$ cat src/rtl/gpio_irq.sv
// Parametrised GPIO peripheral: per-pin mode, synchronised inputs, output drive,
// and per-pin edge interrupts with W1C status and a registered level IRQ.
module gpio_irq #(
  parameter int NUM_PINS    = 8,
  parameter int SYNC_STAGES = 2
) (
  input  logic                clk,
  input  logic                rst,
  input  logic                we_i,
  input  logic [31:0]         addr_i,
  input  logic [31:0]         data_i,
  output logic [31:0]         data_o,
  input  logic [NUM_PINS-1:0] io_pin_i,
  output logic [NUM_PINS-1:0] io_pin_o,
  output logic [NUM_PINS-1:0] io_oe_o,
  output logic                irq_o
);

  localparam logic [4:0] ADDR_CTRL = 5'h00;
  localparam logic [4:0] ADDR_DATA = 5'h04;
  localparam logic [4:0] ADDR_EN   = 5'h08;
  localparam logic [4:0] ADDR_POL  = 5'h0C;
  localparam logic [4:0] ADDR_STAT = 5'h10;

  logic [2*NUM_PINS-1:0] ctrl_q, ctrl_d;
  logic [NUM_PINS-1:0]   data_q, data_d;
  logic [NUM_PINS-1:0]   en_q, en_d;
  logic [NUM_PINS-1:0]   pol_q, pol_d;
  logic [NUM_PINS-1:0]   stat_q, stat_d;
  logic [NUM_PINS-1:0]   hist_q;
  logic [SYNC_STAGES-1:0][NUM_PINS-1:0] sync_q;
  logic                  irq_q, irq_d;

  logic [NUM_PINS-1:0]   pin_sync, in_mode, out_mode, edge_set;
  logic [4:0]            reg_addr;
  logic                  wr_ctrl, wr_data, wr_en, wr_pol, wr_stat;
  logic                  unused_bits;

  assign reg_addr    = addr_i[4:0];
  assign unused_bits = &{1'b0, addr_i[31:5], data_i};
  assign wr_ctrl     = we_i && (reg_addr == ADDR_CTRL);
  assign wr_data     = we_i && (reg_addr == ADDR_DATA);
  assign wr_en       = we_i && (reg_addr == ADDR_EN);
  assign wr_pol      = we_i && (reg_addr == ADDR_POL);
  assign wr_stat     = we_i && (reg_addr == ADDR_STAT);
  assign pin_sync    = sync_q[SYNC_STAGES-1];

  // Reserved mode 11 decodes as neither input nor output, i.e. disabled.
  genvar gi;
  generate
    for (gi = 0; gi < NUM_PINS; gi++) begin : g_pin
      assign out_mode[gi] = (ctrl_q[2*gi +: 2] == 2'b01);
      assign in_mode[gi]  = (ctrl_q[2*gi +: 2] == 2'b10);
      assign edge_set[gi] = in_mode[gi] &
                            (pol_q[gi] ? (~pin_sync[gi] &  hist_q[gi])
                                       : ( pin_sync[gi] & ~hist_q[gi]));
    end
  endgenerate

  always_comb begin
    ctrl_d = ctrl_q;
    en_d   = en_q;
    pol_d  = pol_q;
    data_d = (data_q & ~in_mode) | (pin_sync & in_mode);
    stat_d = stat_q;
    if (wr_ctrl) ctrl_d = data_i[2*NUM_PINS-1:0];
    if (wr_data) data_d = data_i[NUM_PINS-1:0];
    if (wr_en)   en_d   = data_i[NUM_PINS-1:0];
    if (wr_pol)  pol_d  = data_i[NUM_PINS-1:0];
    if (wr_stat) stat_d = stat_q & ~data_i[NUM_PINS-1:0];
    // A new edge beats a simultaneous write-1-to-clear.
    stat_d = stat_d | edge_set;
    irq_d  = |(stat_q & en_q);
  end

  // History always tracks the synchronised value, so entering input mode
  // compares against a current sample and cannot flag a stale edge.
  always_ff @(posedge clk or negedge rst) begin
    if (!rst) begin
      ctrl_q <= '0;
      data_q <= '0;
      en_q   <= '0;
      pol_q  <= '0;
      stat_q <= '0;
      hist_q <= '0;
      sync_q <= '0;
      irq_q  <= 1'b0;
    end else begin
      ctrl_q <= ctrl_d;
      data_q <= data_d;
      en_q   <= en_d;
      pol_q  <= pol_d;
      stat_q <= stat_d;
      hist_q <= pin_sync;
      sync_q <= {sync_q[SYNC_STAGES-2:0], io_pin_i};
      irq_q  <= irq_d;
    end
  end

  always_comb begin
    data_o = '0;
    case (reg_addr)
      ADDR_CTRL: data_o[2*NUM_PINS-1:0] = ctrl_q;
      ADDR_DATA: data_o[NUM_PINS-1:0]   = data_q;
      ADDR_EN:   data_o[NUM_PINS-1:0]   = en_q;
      ADDR_POL:  data_o[NUM_PINS-1:0]   = pol_q;
      ADDR_STAT: data_o[NUM_PINS-1:0]   = stat_q;
      default:   data_o = '0;
    endcase
  end

  assign io_oe_o  = out_mode;
  assign io_pin_o = data_q & out_mode;
  assign irq_o    = irq_q;

endmodule
$ cat config.mk
export PLATFORM = sky130hd
export DESIGN_NAME = gpio_irq
export DESIGN_NICKNAME = d
export VERILOG_FILES = /design/src/rtl/gpio_irq.sv
export SDC_FILE = /design/constraint.sdc
export NUM_CORES = 1
export LEC_CHECK = 0
export BUFFER_PORTS_ARGS = -buffer_cell sky130_fd_sc_hd__clkbuf_2
export CORE_MARGIN = 2
export CORE_UTILIZATION = 45
export DETAILED_ROUTE_END_ITERATION = 10
export PLACE_DENSITY = 0.72
export SYNTH_ARGS = -nofsm -noshare
export SYNTH_HDL_FRONTEND = slang
export SYNTH_SLANG_ARGS = --single-unit
$ cat constraint.sdc
create_clock -name clk -period 1.4 [get_ports clk]
set_input_delay 0.14 -clock clk [delete_from_list [all_inputs] [get_ports clk]]
set_output_delay 0.14 -clock clk [all_outputs]
set_load 0.005 [all_outputs]
==> results_dict.tcl <==
set metrics [dict create \
    grt_pass1_wl_mm 12.8 \
    final_common_cell "dfrtp_1" \
    dp.cells 449 \
    end_kind "output pin" \
    die_x_um 91.1 \
    fin_crit_sh_pct 102 \
    fin_ws_ns -0.0319 \
    syn_area_per_cell_sq_um 12.8 \
    ys_warn_count 0 \
    cp_cell_sequence "buf_6 -> mux2i_1 -> o221ai_2 -> clkbuf_2" \
    hpwl_mm 5.54 \
    grt_overflow 0 \
    dr.pass1.iters 4 \
    die-area_sq_mm 0.00831 \
    start_util_pct 46.9 \
    critical_path.max_stage_delay_ns 0.40 \
    timing.fmax_mhz 698 \
    antenna_found_initial 0 \
    io-pin-count 124 \
    grt_max_degree 74 \
    cts_root_buffer "clkbuf_8" \
    busiest_layer "met2" \
    cp.arrival_ns 1.29 \
    diodes 0 \
    synth_cell_types 25 \
    reg2reg_slack_ns 0.06 \
    grt.met2_usage_pct 30.6 \
    syn_area_sq_mm 0.00342 \
    powerDensity_mw_per_mm2 1400 \
    hold_class "in2reg" \
    period_minus_slack_ns 1.43 \
    r2r_cells 3 \
    crit_slowest_cell "dfrtp_1" \
    finalHoldViolations 0 \
    hold_slack_ns 0.0167 \
    drc_errors 0 \
    required_ns 1.26 \
    finalNetCount 452 \
    wirelength_mm 8.17 \
    final_cell_mix "dfrtp_1 (73), clkbuf_2 (50), mux2_2 (37), buf_4 (27)" \
    synth_seq_cells 73 \
    clk_pin_slew_ns 0.08 \
    core_area_sq_mm 0.00729 \
    crit_buf_inv 2 \
    insertion_delay_ns 0.35 \
    critPathTopFamily "flip-flops" \
    crit_path_start "ctrl_q[6]$_DFFE_PN0P_" \
    ant_nets 0 \
    fin_cells 481 \
    cts_tree "done" \
    wl_per_cell_um 17.0 \
    clock_path_buffers 2 \
    rows 31 \
    met3_usage_pct 4.98 \
    final_layout_size_suffix_gt1_share_pct 51.3 \
    rsz0062_at_grt "yes" \
    syn_to_final_growth_pct 35.3 \
    leakagePower_uw 0.00219 \
    path_max_fanout 3 \
    status "finished with violations" \
    yosysSeqAreaShare_pct 53.5 \
    path_class "reg2out" \
    numPortBuffers 64 \
    netlist_instances 268 \
    htreeDepth 3 \
    max-vdd-ir-drop_v 0.000820 \
    die_h_um 91.1 \
    setup_viol 12 \
    vias 2551 \
    clock-sinks 73 \
    grt_use_met1_pct 27.0 \
    track_usage_pct 20.0 \
    slew_violations 0 \
    worst_r2r_startpoint "ctrl_q[2]$_DFFE_PN0P_" \
    start_kind "register" \
    critPathCapture "data_o[6]" \
    post_drt_via_cell_ratio 5.30 \
    cp.depth 4 \
    cts_buffers 9 \
    skew_ns 0.00881 \
    drt_iter0_markers 106 \
    maxCapViolCount 0 \
    grt_pass1_vias 2485 \
    violations "negative setup slack" \
    routabilityCongestion 0.892 \
]
worst reg2reg max path, delay by kind of cell (launching register included):
| family | cells | cell delay (ns) |
|---|---|---|
| mux | 2 | 0.62 |
| flops | 1 | 0.42 |
| simple gates | 1 | 0.20 |
layer usage:
| layer | routed length [um] | vias to the layer above | share of wire, % |
|---|---|---|---|
| met1 | 3410 | 1274 | 42 |
| li1 | - | 1155 | - |
| met4 | 150 | 0 | 1.8 |
| met3 | 604 | 12 | 7.4 |
| met5 | 0 | - | 0 |
| met2 | 4010 | 110 | 49 |
cells by family (layout without fill, tap and decap cells):
logic type,Yosys count,in the layout,synth area share (%)
flops,73,73,53.5
other cells,1,16,0.110
mux,64,64,21.4
simple gates,76,76,13.3
buf+inv,26,125,5.31
compound gates,28,28,6.44
cell usage after synthesis:
master	number	area, sq um
nand2b_4	1	13.8
nand2_1	10	37.5
nand4_1	9	56.3
nand3_1	9	45.0
nor4_1	1	6.26
buf_1	1	3.75
o22ai_1	8	50.1
clkbuf_1	2	7.51
and2_1	16	100
o221ai_1	8	70.1
buf_6	2	22.5
a22o_1	8	70.1
nor3_1	1	5.00
dfrtp_1	73	1830
nor2b_1	18	113
buf_2	4	20.0
nand2b_1	9	56.3
mux2_4	8	120
conb_1	1	3.75
nor2_4	1	11.3
or4b_1	1	10.0
mux2i_1	16	160
buf_4	17	128
mux2_2	40	450
a22oi_1	4	30.0
cell type report:
cell class | instances | area (sq um)
fill | 580 | 2670
sequential | 73 | 1830
multi-input combinational | 184 | 1630
timing repair buffer | 109 | 798
clock buffer | 11 | 141
tap | 99 | 124
clock inverter | 5 | 103
stage by stage:
step | power (uW) | setup slack (ns) | area [sq um] | util (%) | TNS, ns
6_report | 6490 | -0.0319 | 4620 | 63.4 | -0.174
3_5_place_dp | 4320 | -0.261 | 3990 | 54.7 | -10.11
5_1_grt | 6790 | -0.0746 | 4620 | 63.4 | -0.811
3_3_place_gp | 4250 | -0.215 | 3990 | 54.7 | -8.59
4_1_cts | 6420 | -0.0219 | 4470 | 61.3 | -0.191
2_1_floorplan | 3760 | -0.165 | 3510 | - | -2.45
worst min path at each step:
stage	start	endpoint	slack, ns	cells after the start
floorplan	rst	asynchronous set/reset pin	-0.16	0
global placement	rst	sync_q[2]$_DFF_PN0_	0.19	2
detailed placement	rst	pin_sync[2]$_DFF_PN0_	0.20	2
CTS	data_i[9]	ctrl_q[9]$_DFFE_PN0P_	0.01	2
global route	data_i[9]	ctrl_q[9]$_DFFE_PN0P_	0.01	2
finish	data_i[9]	ctrl_q[9]$_DFFE_PN0P_	0.02	2
report_power, final:
group / internal (uW) / switching, uW / leakage (uW) / total, uW
combinational: 913 / 577 / 0.00119 / 1490
clock: 1230 / 765 / 0.000120 / 2000
sequential: 2560 / 440 / 0.000877 / 3000
total: 4710 / 1780 / 0.00219 / 6490
repair_timing:
action | CTS | global route
hold buffers | 9 | 0
gates resized for setup | 24 | 40
gates cloned | 0 | 0
pin swaps | 5 | 3
setup endpoints to repair | 19 | 24
hold endpoints to repair | 81 | 0
setup buffers | 6 | 3
Power figures use the tool's default switching activity.
